[src/rtl/inst_loader.sv]
// inst_loader: program loader for the writable instruction memory.
//
// Accepts a byte stream (byte_valid/byte_ready), assembles little-endian
// 32-bit words and writes them to word addresses 0..len-1. The CPU is held
// in stall (cpu_hold) for the whole load so fetch never sees a partial program.
//
// Ports:
//   clk, rst            clock (rising edge), asynchronous active-high reset
//   start, load_len     one-cycle start pulse and word count (sampled when idle)
//   byte_valid/data     incoming program bytes, byte 0 of each word first
//   byte_ready          loader accepts a byte this cycle
//   mem_we/addr/wdata   instruction memory write port (one pulse per word)
//   cpu_hold, busy      stall request / load in progress
//   done                one-cycle pulse at end of load
//   err                 sticky error, cleared by the next accepted start
//
// Build option: define CHECKSUM_EN to require one trailing byte equal to the
// XOR of all data bytes; a mismatch sets err (written words are kept).

module inst_loader #(
    parameter int DEPTH  = 64,
    parameter int ADDR_W = 8
) (
    input  logic              clk,
    input  logic              rst,
    input  logic              start,
    input  logic [ADDR_W-1:0] load_len,
    input  logic              byte_valid,
    input  logic [7:0]        byte_data,
    output logic              byte_ready,
    output logic              mem_we,
    output logic [ADDR_W-1:0] mem_addr,
    output logic [31:0]       mem_wdata,
    output logic              cpu_hold,
    output logic              busy,
    output logic              done,
    output logic              err
);

    typedef enum logic [2:0] {
        S_IDLE,
        S_RECV,
        S_WRITE,
`ifdef CHECKSUM_EN
        S_CSUM,
`endif
        S_DONE
    } state_t;

    localparam logic [ADDR_W:0] DEPTH_L = (ADDR_W+1)'(DEPTH);

    state_t            state, state_nxt;
    logic [ADDR_W-1:0] len;
    logic [ADDR_W-1:0] word_cnt;
    logic [ADDR_W-1:0] word_nxt;
    logic [1:0]        byte_cnt;
    logic [23:0]       shift;      // bytes 0..2 of the word being received
    logic              too_long;
`ifdef CHECKSUM_EN
    logic [7:0]        csum;
`endif

    assign too_long = {1'b0, load_len} > DEPTH_L;
    assign word_nxt = word_cnt + 1'b1;

    always_ff @(posedge clk or posedge rst) begin
        if (rst) state <= S_IDLE;
        else     state <= state_nxt;
    end

    always_comb begin
        state_nxt  = state;
        byte_ready = 1'b0;
        busy       = 1'b0;
        cpu_hold   = 1'b0;
        mem_we     = 1'b0;
        done       = 1'b0;
        case (state)
            S_IDLE: begin
                if (start && !too_long)
                    state_nxt = (load_len == '0) ? S_DONE : S_RECV;
            end
            S_RECV: begin
                byte_ready = 1'b1;
                busy       = 1'b1;
                cpu_hold   = 1'b1;
                if (byte_valid && byte_cnt == 2'd3) state_nxt = S_WRITE;
            end
            S_WRITE: begin
                busy     = 1'b1;
                cpu_hold = 1'b1;
                mem_we   = 1'b1;
                if (word_nxt == len) begin
`ifdef CHECKSUM_EN
                    state_nxt = S_CSUM;
`else
                    state_nxt = S_DONE;
`endif
                end else begin
                    state_nxt = S_RECV;
                end
            end
`ifdef CHECKSUM_EN
            S_CSUM: begin
                byte_ready = 1'b1;
                busy       = 1'b1;
                cpu_hold   = 1'b1;
                if (byte_valid) state_nxt = S_DONE;
            end
`endif
            S_DONE: begin
                done      = 1'b1;
                state_nxt = S_IDLE;
            end
            default: state_nxt = S_IDLE;
        endcase
    end

    // mem_addr/mem_wdata are loaded on the 4th byte so they are valid during
    // WRITE and hold that value afterwards; only mem_we qualifies them.
    always_ff @(posedge clk or posedge rst) begin
        if (rst) begin
            len       <= '0;
            word_cnt  <= '0;
            byte_cnt  <= '0;
            shift     <= '0;
            err       <= 1'b0;
            mem_addr  <= '0;
            mem_wdata <= '0;
`ifdef CHECKSUM_EN
            csum      <= '0;
`endif
        end else begin
            case (state)
                S_IDLE: begin
                    if (start) begin
                        len      <= load_len;
                        err      <= too_long;
                        word_cnt <= '0;
                        byte_cnt <= '0;
                        shift    <= '0;
`ifdef CHECKSUM_EN
                        csum     <= '0;
`endif
                    end
                end
                S_RECV: begin
                    if (byte_valid) begin
                        shift    <= {byte_data, shift[23:8]};
                        byte_cnt <= byte_cnt + 1'b1;
`ifdef CHECKSUM_EN
                        csum     <= csum ^ byte_data;
`endif
                        if (byte_cnt == 2'd3) begin
                            mem_addr  <= word_cnt;
                            mem_wdata <= {byte_data, shift};
                        end
                    end
                end
                S_WRITE: begin
                    word_cnt <= word_nxt;
                    byte_cnt <= '0;
                end
`ifdef CHECKSUM_EN
                S_CSUM: begin
                    if (byte_valid && byte_data != csum) err <= 1'b1;
                end
`endif
                default: ;
            endcase
        end
    end

endmodule

[config.mk]
export PLATFORM = sky130hd
export DESIGN_NAME = inst_loader
export DESIGN_NICKNAME = d
export VERILOG_FILES = /design/src/rtl/inst_loader.sv
export SDC_FILE = /design/constraint.sdc
export NUM_CORES = 1
export LEC_CHECK = 0
export BUFFER_PORTS_ARGS = -buffer_cell sky130_fd_sc_hd__buf_2
export CORE_ASPECT_RATIO = 0.7
export CORE_MARGIN = 2
export CORE_UTILIZATION = 56
export DETAILED_ROUTE_END_ITERATION = 6
export GPL_ROUTABILITY_DRIVEN = 0
export PLACE_DENSITY = 0.79
export RECOVER_POWER = 50
export SETUP_SLACK_MARGIN = 0.4
export SYNTH_ARGS = -nofsm -noshare
export SYNTH_HDL_FRONTEND = slang
export SYNTH_SLANG_ARGS = --single-unit
[constraint.sdc]
create_clock -name clk -period 3.35 [get_ports clk]
set_clock_uncertainty 0.05 [all_clocks]
set_input_delay 0.1675 -clock clk [delete_from_list [all_inputs] [get_ports clk]]
set_output_delay 0.1675 -clock clk [all_outputs]
set_load 0.005 [all_outputs]
==> results of run 1 <==
[synth_stat cells (2+ instances only)]
cell type / number / area [um^2]
a22o_1: 6 / 52.55
dfrtp_1: 85 / 2127
xnor2_1: 3 / 26.28
ha_1: 6 / 75.07
buf_2: 2 / 10.01
xor2_1: 6 / 52.55
mux2i_1: 3 / 30.03
inv_1: 8 / 30.03
nor3_1: 3 / 15.01
nand2_1: 63 / 236.5
clkbuf_1: 13 / 48.80
buf_1: 5 / 18.77
o31a_1: 2 / 17.52
and3_1: 3 / 18.77
nand3_1: 31 / 155.2
and2_1: 2 / 12.51
mux2_2: 51 / 574.3
o22ai_1: 2 / 12.51
o21ai_0: 9 / 45.04
nand4_1: 2 / 12.51
o31ai_1: 3 / 22.52
nor2_1: 7 / 26.28
nand2b_1: 5 / 31.28
a21oi_1: 4 / 20.02
[timing repair]
action,in CTS,in global routing
setup endpoints to repair,0,0
resized for setup,0,0
hold buffers,9,0
hold endpoints to repair,28,0
[sequential cells by signal (all words and copies together) (netlist names)]
name	cells
err	1
byte_cnt	2
mem_addr	8
word_cnt	8
mem_wdata	32
len	8
shift	24
state	2
[metrics by stage]
stage	std cells	total power, mW
2_1_floorplan	339	1.933
5_1_grt	506	2.996
3_5_place_dp	481	2.176
6_report	506	2.821
3_3_place_gp	481	2.135
4_1_cts	506	2.838
[routing by layer]
metal,wire [um],share of wire (%),vias up,GRT usage [%]
met5,0,0,-,0
met2,3513,44,90,31.43
li1,-,-,1314,-
met3,476,6.0,12,6.609
met1,3801,48,1311,36.45
met4,139,1.8,0,5.481
[layout make-up]
class | instances | share of cell area, %
inverters | 8 | 0.7072
flip-flops and latches | 85 | 48.09
well taps | 94 | 2.659
multi-input cells | 225 | 35.13
clock buffers | 9 | 2.801
repair buffers | 78 | 9.477
clock inverters | 7 | 1.132
[cells by family (layout without fill, tap and decap cells)]
family / count (synthesis) / count (layout) / share of synthesized area (%)
compound gates: 35 / 35 / 6.403
xor+xnor: 9 / 9 / 2.079
fa+ha+maj: 6 / 6 / 1.980
buf+inv: 29 / 102 / 3.037
flops: 85 / 85 / 56.11
mux: 54 / 54 / 15.94
simple gates: 121 / 121 / 14.46
[power breakdown]
part	total (mW)	switching (mW)	internal [mW]
Clock	0.652	0.381	0.271
Combinational	0.788	0.469	0.318
Sequential	1.38	0.171	1.21
Total	2.82	1.02	1.80
[worst paths after layout]
| kind | to | cells after the start | startpoint | slack (ns) |
|---|---|---|---|---|
| worst min register to register | shift[5]$_DFFE_PP0P_ | 2 | shift[5]$_DFFE_PP0P_ | 0.43 |
| min in group asynchronous | mem_wdata[0]$_DFFE_PP0P_ | 3 | rst | 0.43 |
| worst max-delay path | shift[16]$_DFFE_PP0P_ | 6 | state[1]$_DFFE_PP0P_ | 1.02 |
| max in group asynchronous | len[1]$_DFFE_PP0P_ | 4 | rst | 1.22 |
| worst min-delay path | len[1]$_DFFE_PP0P_ | 2 | load_len[1] | 0.01 |
| worst max register to register | shift[16]$_DFFE_PP0P_ | 6 | state[1]$_DFFE_PP0P_ | 1.02 |
[worst register-to-register path, stage by stage (launching register included)]
cell	delay, ns
dfrtp_1	0.42
inv_1	0.09
ha_1	0.48
mux2_2	0.40
nand2_1	0.56
nand2_1	0.16
nand2_1	0.10
==> metrics.yaml, run 1 <==
fin_hold_ws_ns: 0.01384
critPathCaptureType: "register"
criticalPathCategory: "reg2reg"
regArea_um2: 2127
slowest_delay_ns: 0.56
port_buffers: 65
numCtsBuffers: 9
finalSetupViolations: 0
vias: 2727
finish.utilization_pct: 66.39
coreArea_um2: 6663
cts.clk_slew.worst_paths_ns: 0.08
crit_path_max_fanout: 24
worstSetupStartpointType: "register"
synth-async-reset-ratio_pct: 100.0
routedWlPerCell_um: 15.67
setup_ws_ns: 1.022
hold_viol: 0
drive_above_1_share_pct: 30.10
boundaryPins: 66
fillCellCount: 512
avgSynthCellArea_um2: 11.18
crit_top_cell: "nand2_1"
antennaDiodeCount: 0
antenna_left: 0
gr-total-overflow: 0
routed_wl_um: 7931
dieArea_um2: 7454
synth_edf_count: 0
crit_path_top_delay_cell: "nand2_1"
grt.total_usage_pct: 23.06
placed_area_um2: 4185
nets: 433
period_share_pct: 69.48
final_common_cell: "dfrtp_1"
crit_chain: "inv_1, ha_1, mux2_2, nand2_1, nand2_1, nand2_1"
max_freq_mhz: 429.6
place_ws_ns: 1.071
multiInputGateArea_um2: 1554
path_buf_inv: 1
required_ns: 3.60
status: "completed"
syn-num-nets: 365
remaining_drc_errors: 0
ys_seq_elements: 85
fp.dieH_um: 72.84
antenna_found_initial: 0
drv_cap: 0
power_density_nw_per_um2: 637.9
fin_tns_setup_ns: 0
netlist_instances: 339
syn_to_final_growth_pct: 16.67
avgViaCountPerCell: 5.389
hold_path.class: "in2reg"
timing.final.crit_period_ns: 2.328
fin_area_um2: 4423
slew_violations: 0
arrival_ns: 2.58
grt_pass1_vias: 2499
grt_max_degree: 44
maxSlewHeadroom_pct: 15.72
clk_latency_ns: 0.37
clk_path_buf_depth: 2
grt_pass1_wl_um: 12880
drt_iter0_drc: 181
ys_warn_count: 0
syn_area_um2: 3791
initial_core_util_pct: 56.90
place.detailed.hpwl_um: 5509
cts_num_sinks: 85
postCtsSetupBuffers: 0
crit_family: "simple AND/OR/NAND/NOR gates"
cts_tree: "done"
die_x_um: 102.3
h-tree-depth: 3
seq_area_frac_synth_pct: 56.11
p_leak_nw: 2.295
drt-pass1-iter-count: 4
rsz0062_at_grt: "no"
tightest_slew_ns: 1.264
ys.flop_type: "dfrtp_1"
clock-root-buffer: "clkbuf_8"
fp-row-count: 25
ir_drop_v: 0.0003940
synth.distinct_cells: 39
layout_common_cells: "dfrtp_1 (85), nand2_1 (63), mux2_2 (51)"
(Power assumes the default switching activity.)
==> run 2, diff against run 1 <==
--- a/config.mk
+++ b/config.mk
@@ -8,10 +8,10 @@
 export BUFFER_PORTS_ARGS = -buffer_cell sky130_fd_sc_hd__buf_2
 export CORE_ASPECT_RATIO = 0.7
 export CORE_MARGIN = 2
-export CORE_UTILIZATION = 56
+export CORE_UTILIZATION = 50
 export DETAILED_ROUTE_END_ITERATION = 6
 export GPL_ROUTABILITY_DRIVEN = 0
-export PLACE_DENSITY = 0.79
+export PLACE_DENSITY = 0.74
 export RECOVER_POWER = 50
 export SETUP_SLACK_MARGIN = 0.4
 export SYNTH_ARGS = -nofsm -noshare
==> constraint.sdc (replaced) <==
create_clock -name clk -period 2.1 [get_ports clk]
set_clock_uncertainty 0.05 [all_clocks]
set_input_delay 0.105 -clock clk [delete_from_list [all_inputs] [get_ports clk]]
set_output_delay 0.105 -clock clk [all_outputs]
set_load 0.005 [all_outputs]
==> metrics.yaml, run 2 (synthesized netlist as in run 1, its figures left out) <==
status: "completed"  # unchanged
cts_tree: "done"  # unchanged
remaining_drc_errors: 0  # unchanged
antennaDiodeCount: 0  # unchanged
top_register: "mem_wdata"  # unchanged
arrival_ns: 2.18  # was 2.58 ns
dp_cells: 487  # was 481
reg_top3: "mem_wdata x32, shift x24"  # unchanged
h-tree-depth: 3  # unchanged
fin_area_um2: 5510  # was 4423 um^2
multiInputGateArea_um2: 2019  # was 1554 um^2
crit_path_top_delay_cell: "dfrtp_2"  # was nand2_1
crit_top_cell: "nand4_1"  # was nand2_1
ir_drop_v: 0.0009973  # was 0.0003940 V
clock-root-buffer: "clkbuf_8"  # unchanged
fp.dieH_um: 76.86  # was 72.84 um
fp-row-count: 26  # was 25
fin_hold_ws_ns: 0.01929  # was 0.01384 ns
crit_chain: "ha_4, xnor2_1, nand4_1, a31oi_1, nand4_1, o41ai_2"  # was inv_1, ha_1, mux2_2, nand2_1, nand2_1, nand2_1
gr-total-overflow: 0  # unchanged
tightest_slew_ns: 1.132  # was 1.264 ns
grt_max_degree: 86  # was 44
slew_violations: 0  # unchanged
port_buffers: 65  # unchanged
avgViaCountPerCell: 6.089  # was 5.389
cts.clk_slew.worst_paths_ns: 0.10  # was 0.08 ns
numCtsBuffers: 9  # unchanged
power_density_nw_per_um2: 1100  # was 637.9 nW/um^2
dieArea_um2: 8306  # was 7454 um^2
syn_to_final_growth_pct: 45.35  # was 16.67%
clk_latency_ns: 0.37  # about the same
crit_family: "compound AO/OA/AOI/OAI gates"  # was simple AND/OR/NAND/NOR gates
routed_wl_um: 11950  # was 7931 um
die_x_um: 108.1  # was 102.3 um
finish.utilization_pct: 75.28  # was 66.39%
routedWlPerCell_um: 21.60  # was 15.67 um
drt_iter0_drc: 399  # was 181
finalSetupViolations: 0  # unchanged
fin_tns_setup_ns: 0  # unchanged
timing.final.crit_period_ns: 1.996  # was 2.328 ns
max_freq_mhz: 501.1  # was 429.6 MHz
drt-pass1-iter-count: 5  # was 4
antenna_found_initial: 0  # unchanged
hold_path.class: "in2reg"  # unchanged
regArea_um2: 2128  # was 2127 um^2
worstSetupStartpointType: "register"  # unchanged
final_common_cell: "dfrtp_1"  # unchanged
placed_area_um2: 4240  # was 4185 um^2
drv_cap: 0  # unchanged
period_share_pct: 95.04  # was 69.48%
grt_pass1_vias: 2778  # was 2499
nets: 476  # was 433
layout_common_cells: "dfrtp_1 (84), buf_2 (54), nand2_1 (47)"  # was dfrtp_1 (85), nand2_1 (63), mux2_2 (51)
critPathCaptureType: "register"  # unchanged
boundaryPins: 66  # unchanged
maxSlewHeadroom_pct: 24.53  # was 15.72%
criticalPathCategory: "reg2reg"  # unchanged
place.detailed.hpwl_um: 5375  # was 5509 um
coreArea_um2: 7320  # was 6663 um^2
p_leak_nw: 2.857  # was 2.295 nW
rsz0062_at_grt: "yes"  # was no
grt_pass1_wl_um: 14520  # was 12880 um
fillCellCount: 438  # was 512
grt.total_usage_pct: 22.96  # was 23.06%
antenna_left: 0  # unchanged
drive_above_1_share_pct: 49.01  # was 30.10%
slowest_delay_ns: 0.47  # was 0.56 ns
final_cells: 553  # was 506
cts_num_sinks: 85  # unchanged
initial_core_util_pct: 51.79  # was 56.90%
clk_path_buf_depth: 2  # unchanged
hold_viol: 0  # unchanged
largest_reg_flops: 32  # unchanged
path_buf_inv: 0  # was 1
vias: 3367  # was 2727
crit_path_max_fanout: 5  # was 24
required_ns: 2.29  # was 3.60 ns
## run 2: final cells by class
| type | count | share of cell area, % |
|---|---|---|
| inverter | 8 | 0.6131 |
| multi-input combinational | 228 | 36.65 |
| timing repair buffer | 118 | 17.98 |
| sequential | 85 | 38.62 |
| tap | 98 | 2.225 |
| clock buffer | 9 | 2.248 |
| clock inverter | 7 | 1.658 |
## run 2: timing repair
action                                 4_1_cts  5_1_grt
resized for setup                           27       96
buffers inserted                             5       15
setup endpoints to repair                   76       81
cloned                                       5        9
pin swaps                                    3       39
endpoints found under the hold margin      108        0
hold buffers                                16        0
## run 2: worst paths after layout
path / slack (ns) / end / startpoint / cells after the start
setup / recovery: 0.10 / state[1]$_DFFE_PP0P_ / word_cnt[0]$_DFFE_PP0P_ / 6
hold / removal: 0.02 / len[7]$_DFFE_PP0P_ / load_len[7] / 2
setup reg to reg: 0.10 / state[1]$_DFFE_PP0P_ / word_cnt[0]$_DFFE_PP0P_ / 6
hold reg to reg: 0.45 / shift[0]$_DFFE_PP0P_ / shift[0]$_DFFE_PP0P_ / 2
max in group asynchronous: 0.59 / word_cnt[0]$_DFFE_PP0P_ / rst / 4
min in group asynchronous: 0.64 / mem_wdata[7]$_DFFE_PP0P_ / rst / 4
## run 2: through the flow
step,setup slack (ns),total power [mW]
2_1_floorplan,0.3575,3.183
3_3_place_gp,0.1329,3.464
3_5_place_dp,0.07826,3.519
4_1_cts,0.2555,5.175
5_1_grt,0.05543,6.291
6_report,0.1042,6.061
## run 2: metal layers
layer | vias up | wire (um) | GRT usage [%]
met5 | - | 0 | 0
met2 | 251 | 5482 | 32.96
li1 | 1411 | - | -
met3 | 54 | 1148 | 6.207
met1 | 1651 | 4902 | 34.35
met4 | 0 | 411 | 6.410
## run 2: where the power goes
group / internal, mW / switching (mW) / total (mW)
registers: 1.93 / 0.337 / 2.27
clock network: 0.578 / 0.671 / 1.25
logic: 1.26 / 1.29 / 2.54
## run 2: worst register-to-register path: cells and delay by family (launching register included)
kind | cells | cell delay (ns)
AOI/OAI and AO/OA | 2 | 0.62
xor gates and xnor gates | 1 | 0.19
adders and majority gates | 1 | 0.27
DFF | 1 | 0.47
and+or+nand+nor | 2 | 0.28
==> run 3, diff against run 2 <==
--- a/config.mk
+++ b/config.mk
@@ -13,6 +13,7 @@
 export GPL_ROUTABILITY_DRIVEN = 0
 export PLACE_DENSITY = 0.74
 export RECOVER_POWER = 50
+export REMOVE_ABC_BUFFERS = 1
 export SETUP_SLACK_MARGIN = 0.4
 export SYNTH_ARGS = -nofsm -noshare
 export SYNTH_HDL_FRONTEND = slang
==> metrics.yaml, run 3 (synthesized netlist as in run 1, its figures left out) <==
timing.final.crit_period_ns: 1.823  # was 1.996 ns
grt_pass1_wl_um: 13690  # was 14520 um
cts_tree: "done"  # unchanged
setup_ws_ns: 0.2769  # was 0.1042 ns
ir_drop_v: 0.0006225  # was 0.0009973 V
fp-row-count: 26  # unchanged
final_common_cell: "dfrtp_1"  # unchanged
finish.utilization_pct: 65.08  # was 75.28%
avgViaCountPerCell: 5.326  # was 6.089
drt_iter0_drc: 99  # was 399
grt_pass1_vias: 2797  # was 2778
critPathCaptureType: "register"  # unchanged
power_density_nw_per_um2: 1040  # was 1100 nW/um^2
reg_top3: "mem_wdata x32, shift x24"  # unchanged
boundaryPins: 66  # unchanged
largest_reg_flops: 32  # unchanged
syn_to_final_growth_pct: 25.64  # was 45.35%
port_buffers: 65  # unchanged
slowest_delay_ns: 0.38  # was 0.47 ns
nets: 457  # was 476
internal-power_mw: 3.167  # was 3.764 mW
antennaDiodeCount: 0  # unchanged
max_freq_mhz: 548.5  # was 501.1 MHz
crit_chain: "inv_2, ha_4, a21boi_2, or2b_2, o32a_1, a22oi_2, o41ai_2"  # was ha_4, xnor2_1, nand4_1, a31oi_1, nand4_1, o41ai_2
h-tree-depth: 3  # unchanged
layout_common_cells: "dfrtp_1 (84), nand2_1 (63), buf_2 (55)"  # was dfrtp_1 (84), buf_2 (54), nand2_1 (47)
criticalPathCategory: "reg2reg"  # unchanged
hold_path.class: "in2reg"  # unchanged
maxSlewHeadroom_pct: 39.34  # was 24.53%
clk_latency_ns: 0.36  # was 0.37 ns
fin_hold_ws_ns: 0.03193  # was 0.01929 ns
power.share.clock_pct: 22.4  # was 20.6%
vias: 2844  # was 3367
routedWlPerCell_um: 15.18  # was 21.60 um
drive_above_1_share_pct: 37.16  # was 49.01%
coreArea_um2: 7320  # unchanged
cts_num_sinks: 85  # unchanged
numCtsBuffers: 9  # unchanged
antenna_found_initial: 0  # unchanged
fp.dieH_um: 76.86  # unchanged
cts.clk_slew.worst_paths_ns: 0.09  # was 0.10 ns
die_x_um: 108.1  # unchanged
dieArea_um2: 8306  # unchanged
rrSetupSlack_ns: 0.28  # was 0.10 ns
crit_path_max_fanout: 4  # was 5
grt_max_degree: 46  # was 86
place.detailed.hpwl_um: 5444  # was 5375 um
pwr-share-seq_pct: 44.2  # was 37.4%
drv_cap: 0  # unchanged
routed_wl_um: 8105  # was 11950 um
tightest_slew_ns: 0.9049  # was 1.132 ns
initial_core_util_pct: 51.79  # unchanged
place_ws_ns: 0.06781  # was 0.07826 ns
gr-total-overflow: 0  # unchanged
crit_path_top_delay_cell: "dfrtp_1"  # was dfrtp_2
period_share_pct: 86.82  # was 95.04%
clk_path_buf_depth: 2  # unchanged
required_ns: 2.30  # was 2.29 ns
clock-root-buffer: "clkbuf_8"  # unchanged
slew_violations: 0  # unchanged
rsz0062_at_grt: "yes"  # unchanged
arrival_ns: 2.02  # was 2.18 ns
status: "completed"  # unchanged
antenna_left: 0  # unchanged
worstSetupStartpointType: "register"  # unchanged
combPwrFrac_pct: 33.4  # was 42.0%
finalSetupViolations: 0  # unchanged
p_switching_mw: 1.785  # was 2.297 mW
remaining_drc_errors: 0  # unchanged
top_register: "mem_wdata"  # unchanged
hold_viol: 0  # unchanged
drt-pass1-iter-count: 4  # was 5
grt.total_usage_pct: 21.35  # was 22.96%
power.share.switching_pct: 36.04  # was 37.90%
p_leak_nw: 2.483  # was 2.857 nW
[run 3: cell types whose count changed in the layout (fill, tap and decap cells not counted), sizes merged]
cell and change:
and2 -3, clkbuf -5, buf -11, clkinv +1
bufinv -1
[run 3: what timing repair did]
action	CTS	global route
endpoints found under the setup margin	80	72
gates cloned	0	0
buffers inserted	4	6
pin swaps	1	1
gates resized for setup	15	8
hold buffers	16	0
endpoints found under the hold margin	42	0
[run 3: power groups by stage]
| stage | logic, mW | registers [mW] | clock network, mW |
|---|---|---|---|
| finish | 1.65 | 2.19 | 1.11 |
| global route | 1.82 | 2.23 | 1.21 |
| CTS | 1.52 | 2.18 | 1.13 |
| detailed placement | 1.33 | 2.22 | 0 |
| global placement | 1.29 | 2.20 | 0 |
| floorplan | 0.870 | 2.15 | 0 |
[run 3: per-layer routing]
metal  track usage (%)  vias up  wire length (um)
li1                  -     1358                 -
met1             29.68     1382              3819
met5                 0        -                 0
met4             9.615        0               162
met2             31.38       89              3634
met3             5.782       15               489
[run 3: final cells by class]
type	count	area (um^2)
clock inverter	7	67.56
fill	566	2556
inverter	8	31.28
tap	98	122.6
clock buffer	9	123.9
sequential	85	2128
timing repair buffer	102	665.6
multi-input combinational	225	1624
[run 3: path summary, 6_finish.rpt]
| kind | cells past startpoint | from | to |
|---|---|---|---|
| worst min-delay path | 2 | load_len[7] | len[7]$_DFFE_PP0P_ |
| worst max-delay path | 7 | state[1]$_DFFE_PP0P_ | state[1]$_DFFE_PP0P_ |
| min in group asynchronous | 3 | rst | mem_wdata[21]$_DFFE_PP0P_ |
| worst max register to register | 7 | state[1]$_DFFE_PP0P_ | state[1]$_DFFE_PP0P_ |
| worst min register to register | 2 | shift[6]$_DFFE_PP0P_ | shift[6]$_DFFE_PP0P_ |
| max in group asynchronous | 4 | rst | mem_wdata[30]$_DFFE_PP0P_ |
[run 3: through the flow]
stage	setup TNS (ns)	instance area, um^2	total power [mW]	cells
after floorplan	-63.46	3706	3.017	318
after global placement	0	4268	3.490	492
after detailed placement	0	4268	3.546	492
after CTS	0	4711	4.832	528
after global routing	0	4763	5.266	534
final	0	4763	4.952	534
[run 3: worst max-delay path: cells and delay by family, from the launching register on]
family / cells / cell delay (ns)
flops: 1 / 0.38
fa+ha+maj: 1 / 0.17
compound gates: 4 / 0.73
simple gates: 1 / 0.30
buf+inv: 1 / 0.08
